===== src/rtl/mem_port_arbiter.sv =====
`default_nettype none
// ============================================================================
// Module   : mem_port_arbiter
// Brief    : Shares one memory port between CPU fetch and data channels with
//            data priority, anti-starvation limit and one outstanding txn.
//            Optional performance counters: define MEM_ARB_PERF_CNT_EN.
// Revision : 1.0 - initial release
// ============================================================================
module mem_port_arbiter #(
    parameter int ADDR_WIDTH   = 32,
    parameter int DATA_WIDTH   = 32,
    parameter int STARVE_LIMIT = 4
) (
    input  logic                    clk,
    input  logic                    rst,
    input  logic                    i_req_valid,
    input  logic [ADDR_WIDTH-1:0]   i_addr,
    output logic                    i_req_ready,
    output logic [DATA_WIDTH-1:0]   i_rdata,
    output logic                    i_rdata_valid,
    input  logic                    i_rdata_ready,
    input  logic                    d_req_valid,
    input  logic                    d_wen,
    input  logic [ADDR_WIDTH-1:0]   d_addr,
    input  logic [DATA_WIDTH-1:0]   d_wdata,
    input  logic [DATA_WIDTH/8-1:0] d_wstrb,
    output logic                    d_req_ready,
    output logic [DATA_WIDTH-1:0]   d_rdata,
    output logic                    d_rdata_valid,
    input  logic                    d_rdata_ready,
    output logic                    m_req_valid,
    output logic                    m_wen,
    output logic [ADDR_WIDTH-1:0]   m_addr,
    output logic [DATA_WIDTH-1:0]   m_wdata,
    output logic [DATA_WIDTH/8-1:0] m_wstrb,
    input  logic                    m_req_ready,
    input  logic [DATA_WIDTH-1:0]   m_rdata,
    input  logic                    m_rdata_valid,
    output logic                    m_rdata_ready
`ifdef MEM_ARB_PERF_CNT_EN
    ,
    output logic [31:0]             perf_i_grant,
    output logic [31:0]             perf_d_grant,
    output logic [31:0]             perf_conflict
`endif
);

    typedef enum logic [4:0] {
        S_IDLE  = 5'b00001,
        S_IREQ  = 5'b00010,
        S_IRESP = 5'b00100,
        S_DREQ  = 5'b01000,
        S_DRESP = 5'b10000
    } state_t;

    localparam logic [3:0] C_STARVE_LIMIT = 4'(STARVE_LIMIT);

    state_t     state_q, state_d;
    logic [3:0] starve_cnt_q, starve_cnt_d;

    always_ff @(posedge clk) begin
        if (rst) begin
            state_q      <= S_IDLE;
            starve_cnt_q <= 4'd0;
        end else begin
            state_q      <= state_d;
            starve_cnt_q <= starve_cnt_d;
        end
    end

    always_comb begin
        state_d       = state_q;
        starve_cnt_d  = starve_cnt_q;
        i_req_ready   = 1'b0;
        i_rdata       = '0;
        i_rdata_valid = 1'b0;
        d_req_ready   = 1'b0;
        d_rdata       = '0;
        d_rdata_valid = 1'b0;
        m_req_valid   = 1'b0;
        m_wen         = 1'b0;
        m_addr        = '0;
        m_wdata       = '0;
        m_wstrb       = '0;
        m_rdata_ready = 1'b0;

        case (state_q)
            S_IDLE: begin
                // Data wins unless a fetch has waited through STARVE_LIMIT data grants.
                if (d_req_valid && (!i_req_valid || (starve_cnt_q < C_STARVE_LIMIT)))
                    state_d = S_DREQ;
                else if (i_req_valid)
                    state_d = S_IREQ;
            end
            S_IREQ: begin
                m_req_valid = 1'b1;
                m_addr      = i_addr;
                i_req_ready = m_req_ready;
                if (m_req_ready) begin
                    state_d      = S_IRESP;
                    starve_cnt_d = 4'd0;
                end
            end
            S_IRESP: begin
                i_rdata_valid = m_rdata_valid;
                i_rdata       = m_rdata;
                m_rdata_ready = i_rdata_ready;
                if (m_rdata_valid && i_rdata_ready)
                    state_d = S_IDLE;
            end
            S_DREQ: begin
                m_req_valid = 1'b1;
                m_wen       = d_wen;
                m_addr      = d_addr;
                m_wdata     = d_wdata;
                m_wstrb     = d_wstrb;
                d_req_ready = m_req_ready;
                if (m_req_ready) begin
                    state_d = d_wen ? S_IDLE : S_DRESP;
                    if (!i_req_valid)
                        starve_cnt_d = 4'd0;
                    else if (starve_cnt_q != 4'hF)
                        starve_cnt_d = starve_cnt_q + 4'd1;
                end
            end
            S_DRESP: begin
                d_rdata_valid = m_rdata_valid;
                d_rdata       = m_rdata;
                m_rdata_ready = d_rdata_ready;
                if (m_rdata_valid && d_rdata_ready)
                    state_d = S_IDLE;
            end
            default: state_d = S_IDLE;
        endcase
    end

`ifdef MEM_ARB_PERF_CNT_EN
    logic [31:0] perf_i_grant_q, perf_i_grant_d;
    logic [31:0] perf_d_grant_q, perf_d_grant_d;
    logic [31:0] perf_conflict_q, perf_conflict_d;

    always_comb begin
        perf_i_grant_d  = perf_i_grant_q;
        perf_d_grant_d  = perf_d_grant_q;
        perf_conflict_d = perf_conflict_q;
        if (state_q == S_IREQ && m_req_ready)
            perf_i_grant_d = perf_i_grant_q + 32'd1;
        if (state_q == S_DREQ && m_req_ready)
            perf_d_grant_d = perf_d_grant_q + 32'd1;
        if ((i_req_valid && state_q != S_IREQ) || (d_req_valid && state_q != S_DREQ))
            perf_conflict_d = perf_conflict_q + 32'd1;
    end

    always_ff @(posedge clk) begin
        if (rst) begin
            perf_i_grant_q  <= 32'd0;
            perf_d_grant_q  <= 32'd0;
            perf_conflict_q <= 32'd0;
        end else begin
            perf_i_grant_q  <= perf_i_grant_d;
            perf_d_grant_q  <= perf_d_grant_d;
            perf_conflict_q <= perf_conflict_d;
        end
    end

    assign perf_i_grant  = perf_i_grant_q;
    assign perf_d_grant  = perf_d_grant_q;
    assign perf_conflict = perf_conflict_q;
`endif

endmodule
`default_nettype wire


===== config.mk =====
export PLATFORM = sky130hd
export DESIGN_NAME = mem_port_arbiter
export DESIGN_NICKNAME = d
export VERILOG_FILES = /design/src/rtl/mem_port_arbiter.sv
export SDC_FILE = /design/constraint.sdc
export NUM_CORES = 1
export LEC_CHECK = 0
export CAP_MARGIN = 20
export CORE_AREA = 2 2 108 110
export DETAILED_ROUTE_END_ITERATION = 10
export DIE_AREA = 0 0 110 112
export PLACE_DENSITY_LB_ADDON = 0.25
export SLEW_MARGIN = 10
export SYNTH_ARGS = -nofsm -noshare
export SYNTH_HDL_FRONTEND = slang
export SYNTH_SLANG_ARGS = --single-unit

===== constraint.sdc =====
create_clock -name clk -period 4.7 [get_ports clk]
set_input_delay 1.175 -clock clk [delete_from_list [all_inputs] [get_ports clk]]
set_output_delay 1.175 -clock clk [all_outputs]
set_load 0.03 [all_outputs]

# After elaboration in Yosys (flattened, before gate mapping)
# Index checks and enable logic that the tools add are counted.
# totals
ff_bits,9
latch_bits,0
ram_bits,0
romBits,0
input_bits,141
output_inout_bits,139
wordCells,50
mem_count,0
# op_classes
addsub,1
mul,0
div_mod_pow,0
n_lt_le_gt_ge,1
n_eq_ne,12
n_shift,0
n_mux,25
bitwise_logic,0
reduce_logical,9
# op_table
operator,count
$mux W32,3
$pmux W32 S2,1
$mux W5,7
$pmux W5 S5,1
$mux W4,5
$ne A2 B2 Y1 const B,4
$pmux W4 S2,1
$mux W1,6
$ne A3 B3 Y1 const B,2
$eq A5 B1 Y1 const B,1
$eq A5 B2 Y1 const B,1
$eq A5 B3 Y1 const B,1
$eq A5 B4 Y1 const B,1
$eq A5 B5 Y1 const B,1
$reduce_and A5 Y1,1
$add A4 B1 Y4 const B,1
$lt A4 B3 Y1 const B,1
$ne A4 B4 Y1 const B,1
$reduce_and A4 Y1,1
$logic_and A1 B1 Y1,3
$pmux W1 S2,1
$reduce_bool A2 Y1,1
$reduce_or A2 Y1,1
$logic_not A1 Y1,1
$logic_or A1 B1 Y1,1

# Logic depth before layout (Yosys ltp)
# logic_depth
ltp_word,5
depth_mapped,7
mapped_depth_nobuf,6

# Least setup slack after synthesis
# Ideal clock, no wire load.
# synth_path
path_type,reg2out
start,register state_q[1]
end,output port i_rdata[22]
t_arrival_ns,1.567
required_time_ns,3.525
path_slack_ns,1.958
path_stages_with_launch,5
n_path_buf,1
path_cell_list,dfxtp_1 > or4b_4 > nor2_4 > clkbuf_1 > and2_1
# synth_between
elab_chain_cells,2
# synth_lines
element,line_no,text
start: declaration,58,"state_t state_q, state_d;"
start signal: assignment,66,state_q <= state_d;
$eq A5 B3 Y1,87,case (state_q)
$mux W32,87,
end: declaration,19,"output logic [DATA_WIDTH-1:0] i_rdata,"
# Every way passes these cells.

# Worst setup path after layout
# layout_path
start,input port m_req_ready
end,output port d_req_ready
# layout_between
elab_chain_cells,1
# layout_lines
element,line_no,text
start: declaration,36,"input logic m_req_ready,"
$mux W1,87,
end: declaration,27,"output logic d_req_ready,"
# Every way passes these cells.

==> impl_metrics.py <==
metrics = {
    "clocking": {
        "cts_buffer_depth": 2,
        "cts_resized": 0,
        "clk_latency_ps": 230,
        "cts_htree_levels": 1,
        "numCtsBuffers": 3,
        "cts-root-buf": "clkbuf_16",
        "hold_buffers": 0,
        "clk_pin_slew_worst_paths_ps": 40,
        "cts_setup_buffers": 0,
        "cts_tree": "done",
        "clock_sinks": 9,
    },
    "pwr": {
        "vdd_ir_drop_max_v": 0.000137,
        "internal_power_w": 0.000412,
        "swShare": 0.346,
        "combPwrFrac": 0.614,
        "powerDensity_nw_per_um2": 137,
        "power_frac_clock": 0.238,
        "power_switching_w": 0.000217,
        "seqPwrFrac": 0.148,
        "p_leak_nw": 1.73,
    },
    "logic_synthesis": {
        "yosys-top-cells-area": "and2_1 (42%), a22o_1 (19%), dfxtp_1 (11%), clkbuf_1 (3.6%), nor2_1 (2.1%)",
        "syn_area_per_cell_um2": 7.13,
        "synth_nets": 363,
        "yosys.area.top_type": "and2_1",
        "async_flop_share": 0,
        "synth_flop_cell": "dfxtp_1",
        "yosysMostFrequentCell": "and2_1",
        "ys_ff_latch": 9,
        "yosysWarningCount": 0,
        "synthesis.area_um2": 1580,
        "synth_cell_type_count": 40,
        "netlist_instances": 221,
        "synth_seq_area_share": 0.114,
        "synth_commonest_cells": "and2_1 (105), a22o_1 (34), clkbuf_1 (15), dfxtp_1 (9), nor2_1 (9)",
        "synth_top_area_frac": 0.417,
        "synth-edff-count": 0,
    },
    "die": {
        "fp-row-count": 39,
        "die_w_um": 110,
        "die_h_um": 112,
        "initial_utilization": 0.141,
        "boundaryPins": 280,
        "core_area_um2": 11200,
        "die_area_um2": 12300,
    },
    "sta": {
        "min_period_over_period": 0.810,
        "drv_slew": 0,
        "final-hold-violation-count": 0,
        "whs_ps": 509,
        "setup_viol": 0,
        "tightest_slew_ps": 988,
        "min_period_ps": 3810,
        "max_freq_mhz": 263,
        "slew_headroom": 0.341,
        "tns_ps": 0,
        "rsz0062_at_grt": "false",
        "fin_skew_ps": 0.616,
    },
    "detailed_routing": {
        "viasPerCell": 4.15,
        "drc": 0,
        "routedWlPerCell_um": 14.2,
        "vias": 2606,
        "dr.first_iter.drc_count": 123,
        "firstDrtPassIters": 4,
        "ant_nets": 0,
        "totalWireLength_um": 8940,
    },
    "hold_path": {
        "hold_path_class": "reg -> reg",
        "min_from": "starve_cnt_q[2]",
    },
    "setup_path": {
        "crit_fanout": 5,
        "required_ps": 3520,
        "crit_arrival_ps": 2630,
        "reg2reg_from": "state_q[3]",
        "critPathLaunch": "m_req_ready",
        "cp-end-kind": "output pin",
        "crit_type": "in -> out",
        "startpoint_type": "input pin",
    },
    "finish": {
        "fillers": 1127,
        "nNetsFinal": 628,
        "area.growth.synth_to_final_pct": 190,
        "fin_util": 0.410,
        "antenna_cells": 0,
        "drive_gt1_frac": 0.0309,
    },
    "global_route": {
        "grt_pass1_wl_um": 12800,
        "antenna_found_initial": 0,
        "grt_overflow": 0,
        "grt_pass1_vias": 2460,
        "grt_use_total": 0.131,
        "grt_max_degree": 49,
    },
    "place": {
        "gp_congestion": 0.871,
        "port_buffers": 279,
        "dp_hpwl_um": 7550,
    },
    "flow_run": {
        "maxCapViolations": 0,
    },
    "run_status": {
        "status": "finished clean",
    },
}
[path summary, 6_finish.rpt]
kind                     end  slack [ps]  cells after the start
max reg2reg       state_q[1]        2500                      5
max              d_req_ready         890                      3
min          starve_cnt_q[2]         510                      1
min reg2reg  starve_cnt_q[2]         510                      1
[sequential cells by signal, indices dropped and copies added (netlist names)]
signal        flops
state_q           5
starve_cnt_q      4
[worst max-delay path: stages]
cell	delay [ps]
clkdlybuf4s50_1	560
and2_1	200
clkdlybuf4s50_1	700
[through the flow]
| step | power, W | setup WS [ps] | area, um2 | std cells |
|---|---|---|---|---|
| floorplan | 0.000264 | 1960 | 1580 | 221 |
| global placement | 0.000478 | 918 | 4500 | 624 |
| detailed placement | 0.000481 | 881 | 4500 | 624 |
| CTS | 0.000636 | 884 | 4580 | 628 |
| global route | 0.000661 | 718 | 4580 | 628 |
| finish | 0.000629 | 892 | 4580 | 628 |
[placed cells by master (no fill, tap or decap), types with 2 or more instances in the layout]
cell type	synthesis	final
clkdlybuf4s50_1	0	279
and2_1	105	105
a22o_1	34	34
nor2_1	9	9
dfxtp_1	9	9
nand3_1	4	4
nand2_1	3	3
nand2b_1	3	3
clkbuf_16	0	3
and3_1	3	2
nor3_1	2	2
a21oi_1	2	2
a31oi_1	2	2
[power by group through the flow]
stage | Sequential [W] | Combinational, W | Clock [W]
final | 0.0000933 | 0.000386 | 0.000150
after global routing | 0.0000940 | 0.000408 | 0.000159
after detailed placement | 0.0000944 | 0.000387 | 0
after global placement | 0.0000940 | 0.000384 | 0
after CTS | 0.0000931 | 0.000389 | 0.000154
after floorplan | 0.0000889 | 0.000175 | 0
[logic make-up after synthesis]
kind of cell / count (synthesis) / share of synthesized area
adder cells (fa/ha/maj): 1 / 0.00794
multiplexers: 2 / 0.0159
buffers and inverters: 23 / 0.0627
AO/OA/AOI/OAI: 48 / 0.254
flip-flops: 9 / 0.114
XOR/XNOR: 1 / 0.00556
AND/OR/NAND/NOR: 137 / 0.540
[area by class of cell]
type / count / area (um2) / area share
well taps: 143 / 179 / 0.0391
flip-flops and latches: 9 / 180 / 0.0393
inverters: 2 / 7.51 / 0.00164
clock buffers: 4 / 78.8 / 0.0172
multi-input cells: 189 / 1310 / 0.287
repair buffers: 281 / 2820 / 0.616
[metal layers]
metal,share of wire,wire length (um),track usage,up-vias
met5,0,0,0,-
met4,0.021,184,0.0346,0
met3,0.071,634,0.0340,14
met2,0.52,4670,0.236,119
met1,0.39,3450,0.150,1182
li1,-,-,-,1291
Power figures use the tool's default switching activity.
